===== src/rtl/mdu_pkg.sv =====
// Shared definitions for the RV32M multiply/divide sequencer:
// FSM state type, funct3 op codes and the signed-overflow dividend.
package mdu_pkg;

  localparam int XLEN_DEF = 32;

  typedef enum logic [1:0] {
    IDLE = 2'd0,
    RUN  = 2'd1,
    FIN  = 2'd2
  } state_t;

  localparam logic [2:0] F3_MUL    = 3'b000;
  localparam logic [2:0] F3_MULH   = 3'b001;
  localparam logic [2:0] F3_MULHSU = 3'b010;
  localparam logic [2:0] F3_MULHU  = 3'b011;
  localparam logic [2:0] F3_DIV    = 3'b100;
  localparam logic [2:0] F3_DIVU   = 3'b101;
  localparam logic [2:0] F3_REM    = 3'b110;
  localparam logic [2:0] F3_REMU   = 3'b111;

  // Most negative XLEN_DEF-bit value; divided by -1 it overflows.
  localparam logic [XLEN_DEF-1:0] OVF_DIVIDEND = {1'b1, {(XLEN_DEF-1){1'b0}}};

endpackage


===== src/rtl/mdu_sequencer_if.sv =====
// Decoder/hazard-unit side bundle of the multiply/divide sequencer.
// master = issuing pipeline, slave = sequencer.
interface mdu_sequencer_if #(
  parameter int XLEN = 32
);
  logic            start;
  logic [2:0]      funct3;
  logic [XLEN-1:0] src_a;
  logic [XLEN-1:0] src_b;
  logic            flush;
  logic            busy;
  logic            done;
  logic [XLEN-1:0] result;

  modport master (
    output start, funct3, src_a, src_b, flush,
    input  busy, done, result
  );

  modport slave (
    input  start, funct3, src_a, src_b, flush,
    output busy, done, result
  );
endinterface


===== src/rtl/mdu_div_step.sv =====
// One restoring-division iteration: shift remainder:quotient left by one,
// trial-subtract the divisor and keep the difference when it is non-negative.
module mdu_div_step #(
  parameter int XLEN = 32
) (
  input  logic [XLEN:0]   rem_in,
  input  logic [XLEN-1:0] q_in,
  input  logic [XLEN-1:0] divisor,
  output logic [XLEN:0]   rem_out,
  output logic [XLEN-1:0] q_out
);

  logic [XLEN:0] shifted;
  logic [XLEN:0] diff;

  always_comb begin
    shifted = {rem_in[XLEN-1:0], q_in[XLEN-1]};
    diff    = shifted - {1'b0, divisor};
    // The top bit of diff is the borrow: set means shifted < divisor.
    if (!diff[XLEN]) begin
      rem_out = diff;
      q_out   = {q_in[XLEN-2:0], 1'b1};
    end else begin
      rem_out = shifted;
      q_out   = {q_in[XLEN-2:0], 1'b0};
    end
  end

endmodule


===== src/rtl/mdu_sequencer.sv =====
// Iterative RV32M multiply/divide sequencer (shift-add multiply, restoring divide).
// Define MDU_FAST_MUL_EN for single-cycle multiplies; divides stay iterative.
module mdu_sequencer
  import mdu_pkg::*;
#(
  parameter int XLEN  = XLEN_DEF,
  parameter int CNT_W = $clog2(XLEN)
) (
  input  logic          clk,
  input  logic          rst,
  mdu_sequencer_if.slave bus
);

  state_t            state_reg, state_next;
  logic [CNT_W-1:0]  cnt_reg, cnt_next;
  logic [2:0]        f3_reg, f3_next;
  logic              neg_reg, neg_next;     // product / quotient sign
  logic              rneg_reg, rneg_next;   // remainder sign
  logic [XLEN-1:0]   opnd_reg, opnd_next;   // multiplicand or divisor
  logic [2*XLEN-1:0] acc_reg, acc_next;     // hi: partial product, lo: multiplier/quotient
  logic [XLEN:0]     rem_reg, rem_next;
  logic [XLEN-1:0]   result_reg, result_next;
  logic              done_reg, done_next;

  logic              a_signed, b_signed, sa, sb, is_div, div_zero, div_ovf;
  logic [XLEN-1:0]   abs_a, abs_b;
  logic [XLEN:0]     step_rem;
  logic [XLEN-1:0]   step_q;
  logic [XLEN:0]     mul_sum;
  logic [2*XLEN-1:0] prod_fix;
  logic [XLEN-1:0]   quo_fix, rem_fix, fin_value;

  always_comb begin
    a_signed = (bus.funct3 == F3_MULH) || (bus.funct3 == F3_MULHSU) ||
               (bus.funct3 == F3_DIV)  || (bus.funct3 == F3_REM);
    b_signed = (bus.funct3 == F3_MULH) || (bus.funct3 == F3_DIV) ||
               (bus.funct3 == F3_REM);
    sa       = a_signed && bus.src_a[XLEN-1];
    sb       = b_signed && bus.src_b[XLEN-1];
    abs_a    = sa ? -bus.src_a : bus.src_a;
    abs_b    = sb ? -bus.src_b : bus.src_b;
    is_div   = bus.funct3[2];
    div_zero = (bus.src_b == '0);
    div_ovf  = ((bus.funct3 == F3_DIV) || (bus.funct3 == F3_REM)) &&
               (bus.src_a == OVF_DIVIDEND[XLEN-1:0]) && (bus.src_b == '1);
  end

`ifdef MDU_FAST_MUL_EN
  logic signed [2*XLEN-1:0] fast_prod;
  // Low 2*XLEN bits of the (XLEN+1)x(XLEN+1) signed product are exact.
  assign fast_prod = $signed({sa, bus.src_a}) * $signed({sb, bus.src_b});
`endif

  mdu_div_step #(.XLEN(XLEN)) u_div_step (
    .rem_in  (rem_reg),
    .q_in    (acc_reg[XLEN-1:0]),
    .divisor (opnd_reg),
    .rem_out (step_rem),
    .q_out   (step_q)
  );

  always_comb begin
    mul_sum  = {1'b0, acc_reg[2*XLEN-1:XLEN]} + (acc_reg[0] ? {1'b0, opnd_reg} : '0);
    prod_fix = neg_reg  ? -acc_reg : acc_reg;
    quo_fix  = neg_reg  ? -acc_reg[XLEN-1:0] : acc_reg[XLEN-1:0];
    rem_fix  = rneg_reg ? -rem_reg[XLEN-1:0] : rem_reg[XLEN-1:0];
    case (f3_reg)
      F3_MUL:                       fin_value = prod_fix[XLEN-1:0];
      F3_MULH, F3_MULHSU, F3_MULHU: fin_value = prod_fix[2*XLEN-1:XLEN];
      F3_DIV, F3_DIVU:              fin_value = quo_fix;
      default:                      fin_value = rem_fix;
    endcase
  end

  always_comb begin
    state_next  = state_reg;
    cnt_next    = cnt_reg;
    f3_next     = f3_reg;
    neg_next    = neg_reg;
    rneg_next   = rneg_reg;
    opnd_next   = opnd_reg;
    acc_next    = acc_reg;
    rem_next    = rem_reg;
    result_next = result_reg;
    done_next   = 1'b0;

    case (state_reg)
      IDLE: begin
        if (bus.start && !bus.flush) begin
          f3_next  = bus.funct3;
          cnt_next = '0;
          rem_next = '0;
          if (is_div) begin
            opnd_next  = abs_b;
            acc_next   = {{XLEN{1'b0}}, abs_a};
            neg_next   = sa ^ sb;
            rneg_next  = sa;
            state_next = RUN;
            // Shortcuts preload quotient/remainder so FIN needs no special case.
            if (div_zero) begin
              acc_next   = {{XLEN{1'b0}}, {XLEN{1'b1}}};
              rem_next   = {1'b0, bus.src_a};
              neg_next   = 1'b0;
              rneg_next  = 1'b0;
              state_next = FIN;
            end else if (div_ovf) begin
              acc_next   = {{XLEN{1'b0}}, OVF_DIVIDEND[XLEN-1:0]};
              neg_next   = 1'b0;
              rneg_next  = 1'b0;
              state_next = FIN;
            end
          end else begin
`ifdef MDU_FAST_MUL_EN
            acc_next   = fast_prod;
            neg_next   = 1'b0;
            rneg_next  = 1'b0;
            state_next = FIN;
`else
            opnd_next  = abs_a;
            acc_next   = {{XLEN{1'b0}}, abs_b};
            neg_next   = sa ^ sb;
            rneg_next  = 1'b0;
            state_next = RUN;
`endif
          end
        end
      end
      RUN: begin
        if (bus.flush) begin
          state_next = IDLE;
        end else begin
          if (f3_reg[2]) begin
            rem_next = step_rem;
            acc_next = {acc_reg[2*XLEN-1:XLEN], step_q};
          end else begin
            acc_next = {mul_sum, acc_reg[XLEN-1:1]};
          end
          cnt_next = cnt_reg + CNT_W'(1);
          if (cnt_reg == CNT_W'(XLEN-1)) begin
            state_next = FIN;
          end
        end
      end
      FIN: begin
        state_next = IDLE;
        if (!bus.flush) begin
          done_next   = 1'b1;
          result_next = fin_value;
        end
      end
      default: state_next = IDLE;
    endcase
  end

  always_ff @(posedge clk) begin
    if (rst) begin
      state_reg  <= IDLE;
      cnt_reg    <= '0;
      f3_reg     <= '0;
      neg_reg    <= 1'b0;
      rneg_reg   <= 1'b0;
      opnd_reg   <= '0;
      acc_reg    <= '0;
      rem_reg    <= '0;
      result_reg <= '0;
      done_reg   <= 1'b0;
    end else begin
      state_reg  <= state_next;
      cnt_reg    <= cnt_next;
      f3_reg     <= f3_next;
      neg_reg    <= neg_next;
      rneg_reg   <= rneg_next;
      opnd_reg   <= opnd_next;
      acc_reg    <= acc_next;
      rem_reg    <= rem_next;
      result_reg <= result_next;
      done_reg   <= done_next;
    end
  end

  assign bus.busy   = (state_reg != IDLE);
  assign bus.done   = done_reg;
  assign bus.result = result_reg;

endmodule


===== src/flat_wrapper.sv =====
// flat-port wrapper written by rule: the top's interface ports become plain ports
module mdu_sequencer_flat import mdu_pkg::*;
#(
  parameter int XLEN  = XLEN_DEF,
  parameter int CNT_W = $clog2(XLEN)
)
  (clk, rst, bus_start, bus_funct3, bus_src_a, bus_src_b, bus_flush, bus_busy, bus_done, bus_result);
  mdu_sequencer_if #(.XLEN(XLEN)) bus_i ();
  input  logic clk;
  input  logic rst;
  input wire logic [$bits(bus_i.start)-1:0] bus_start;
  input wire logic [$bits(bus_i.funct3)-1:0] bus_funct3;
  input wire logic [$bits(bus_i.src_a)-1:0] bus_src_a;
  input wire logic [$bits(bus_i.src_b)-1:0] bus_src_b;
  input wire logic [$bits(bus_i.flush)-1:0] bus_flush;
  output wire logic [$bits(bus_i.busy)-1:0] bus_busy;
  output wire logic [$bits(bus_i.done)-1:0] bus_done;
  output wire logic [$bits(bus_i.result)-1:0] bus_result;
  assign bus_i.start = bus_start;
  assign bus_i.funct3 = bus_funct3;
  assign bus_i.src_a = bus_src_a;
  assign bus_i.src_b = bus_src_b;
  assign bus_i.flush = bus_flush;
  assign bus_busy = bus_i.busy;
  assign bus_done = bus_i.done;
  assign bus_result = bus_i.result;
  mdu_sequencer #(.XLEN(XLEN), .CNT_W(CNT_W)) u_core (.clk(clk), .rst(rst), .bus(bus_i));
endmodule

===== config.mk =====
export PLATFORM = sky130hd
export DESIGN_NAME = mdu_sequencer_flat
export DESIGN_NICKNAME = d
export VERILOG_FILES = /design/src/rtl/mdu_pkg.sv /design/src/rtl/mdu_sequencer_if.sv /design/src/rtl/mdu_div_step.sv /design/src/rtl/mdu_sequencer.sv /design/src/flat_wrapper.sv
export SDC_FILE = /design/constraint.sdc
export NUM_CORES = 1
export LEC_CHECK = 0
export ABC_AREA = 1
export CORE_MARGIN = 2
export CORE_UTILIZATION = 40
export CTS_BUF_LIST = sky130_fd_sc_hd__clkbuf_16
export CTS_CLUSTER_SIZE = 12
export DETAILED_ROUTE_END_ITERATION = 10
export GPL_ROUTABILITY_DRIVEN = 0
export MAX_ROUTING_LAYER = met4
export PLACE_DENSITY_LB_ADDON = 0.05
export RECOVER_POWER = 100
export SYNTH_ARGS = -nofsm -noshare
export SYNTH_HDL_FRONTEND = slang
export SYNTH_SLANG_ARGS = --single-unit

===== constraint.sdc =====
create_clock -name clk -period 4.2 [get_ports clk]
set_input_delay 0.42 -clock clk [delete_from_list [all_inputs] [get_ports clk]]
set_output_delay 0.42 -clock clk [all_outputs]
set_load 0.01 [all_outputs]

==> metrics.txt <==
CP endpoint kind flop; Slew @ Worst Pin between 1.5 and 2 ns; Hold Vio Cnt, Final 0; syn_nets ~3,600; largest net degree at the start of global routing about 80; top post-synthesis cells by count nand2_1 (1,018), inv_1 (486), nor2_1 (356); 1st-iter DRT viols between 2,000 and 3,000; synth unique cells 54; clock sinks 173; antenna viol nets, final 0; Die Area 49,030 µm²; endpoints failing setup 0; fin crit period approximately 3.4 ns; Post-synth EDFFs 0; TritonCTS clock tree built; initial core utilization 40.53%; Worst EP required roughly 4.6 ns; Die Y ~220 µm; first-pass GRT wire length 128,400 µm; f_max ~0.29 GHz; final std cells w/o fill roughly 4,100; count leader, synth nand2_1; Yosys reg bits 173; ratio of final minimum period to clock period 81.07%; Net Sw Frac 47.14%; via count around 24,000; number of global-route vias before repair approximately 21,000; area share of the largest cell type after synthesis between 20% and 30%; largest cells by area after synthesis nand2_1 (20%), dfxtp_1 (18%), inv_1 (9.6%); antenna violations before repair 0; main flop type after synthesis dfxtp_1; Ys Warns 0; sequential area share after synthesis a little under a fifth; Chip Width around 220 µm; Post-CTS Setup Inserts 0; outcome finished with violations; total grt overflow 0; Post-DP HPWL about 69,000 µm; ys async rst share 0%; Core Region ~47,000 µm²; Critical Path Fanout Max 35; io pins about 110; later-pin clock latency in the skew report about 0.50 ns; cell count after placement 4,093; Max rail drop VDD about 0.18 mV; Hold Buf Count CTS 0; Clock Path Buffers 2; Site Rows 79; number of CTS-inserted buffers 17; crit start category input port; placed instance area approximately 20,000 µm²; critical path arrival ~3.8 ns; Nets roughly 3,600; Power, Total 0.006334 W; combinational power share 44.8%; # DRC 6; pwr dens 301.6 nW/µm²; routed len/inst around 21 µm; Rel. slew slack -5.760%; RSZ-0062 raised after global routing no; synthesized area approximately 19,000 µm²; leakage 10.51 nW; Syn Area/Cell 5.453 µm²; total wire length about 86,000 µm; Worst Clk Skew around 0.021 ns; max reg flops 64; share of cells above drive strength 1 under 10%; GRT Util Overall 35.00%; fin. max-slew vios between 60 and 70; Psw approximately 0.003 W; max cap viols 2; drt via density about 5.7; IO Port Bufs 104; Gate Count Post-Synth roughly 3,500; sequential share of power about 30%; Design Area, Final 21,000 µm²; H-tree depth 4; DR pass1 iterations 10; clock network power share roughly a quarter; internal power 0.003348 W; Synth area leader nand2_1; Resized Gates After CTS 0; root buf cell clkbuf_16; worst hold path class reg -> reg; TNS Setup 0 ns; critical path class in -> reg; P&R area growth vs syn 11.06%; failing checks design-rule violations, max-capacitance violations, max-slew violations; filler cell count 5,238; ANT cells 0; Reg clk slew, reported paths 0.07 ns
[through the flow]
stage / hold slack, ns / util [%] / worst slack, ns
floorplan: 0.4536 / - / 1.667
global placement: 0.4590 / 43.87 / 1.035
detailed placement: 0.4597 / 43.87 / 0.9974
CTS: 0.4492 / 45.10 / 1.161
global route: 0.4841 / 45.01 / 0.5884
finish: 0.4616 / 45.01 / 0.7950
[worst max-delay path, stage by stage]
cell and delay, ns:
dlygate4sd3_1 0.58, nor2_1 0.12, nand2_1 0.49, clkinv_1 0.18, nor2_1 0.09, clkinv_1 0.07, clkbuf_1 1.14, nand2_1 0.10
buf_4 0.31, a2bb2oi_1 0.18, nor2_1 0.05
[cell usage in the layout (no fill, tap or decap), types with 6 or more instances in the layout]
cell                n
nand2_1          1022
inv_1             489
nor2_1            355
nand3_1           342
a21oi_1           250
o21ai_0           238
dfxtp_1           172
ha_1               71
clkdlybuf4s50_1    65
nand4_1            62
xor2_1             57
nor3_1             47
dlygate4sd3_1      37
a221oi_1           33
inv_2              25
buf_4              25
o211ai_1           23
nand3b_1           18
or2_2              18
clkbuf_16          17
o21ai_1            15
nor2_2             12
xnor2_1             9
o21a_1              8
a22oi_1             8
a31oi_1             7
o221ai_1            6
[kinds of logic after synthesis]
kind of cell	Yosys count	synth area share, %
adders and majority gates	73	4.909
DFF	173	18.31
buffers and inverters	632	12.84
xor gates and xnor gates	66	3.057
AOI/OAI and AO/OA	617	18.05
and+or+nand+nor	1907	42.83
[layout make-up]
type,count,area [µm²],area share [%]
Timing Repair Buffer,134,1254,5.970
Inverter,516,1937,9.223
Clock buffer,17,425.4,2.026
Clock inverter,15,146.4,0.6970
Tap cell,607,759.5,3.616
Multi-Input combinational cell,2663,13020,61.97
Sequential cell,173,3465,16.50
[per-layer routing]
layer,wire [µm],up-vias,track usage (%),part of all wire [%]
li1,-,11340,-,-
met1,37390,10820,46.63,44
met2,35200,1254,50.02,41
met3,7883,212,6.427,9.2
met4,5161,0,18.66,6.0
met5,0,-,-,0
[power groups by stage]
stage | Combinational [W] | Clock [W] | Sequential, W
after floorplan | 0.00195 | 0 | 0.00183
after detailed placement | 0.00277 | 0 | 0.00190
after CTS | 0.00278 | 0.00164 | 0.00186
final | 0.00283 | 0.00163 | 0.00187
after global routing | 0.00313 | 0.00171 | 0.00188
after global placement | 0.00275 | 0 | 0.00190
[final timing paths]
path,start,slack [ns],depth (start not counted),endpoint
worst min register to register,u_core.bus.result[3],0.46,2,u_core.bus.result[3]
worst max register to register,u_core.f3_reg[0],0.85,11,u_core.bus.result[3]
worst min-delay path,u_core.bus.result[3],0.46,2,u_core.bus.result[3]
worst max-delay path,bus_flush,0.79,11,u_core.acc_reg[32]
Note: power is estimated with default switching activity, not from simulation.
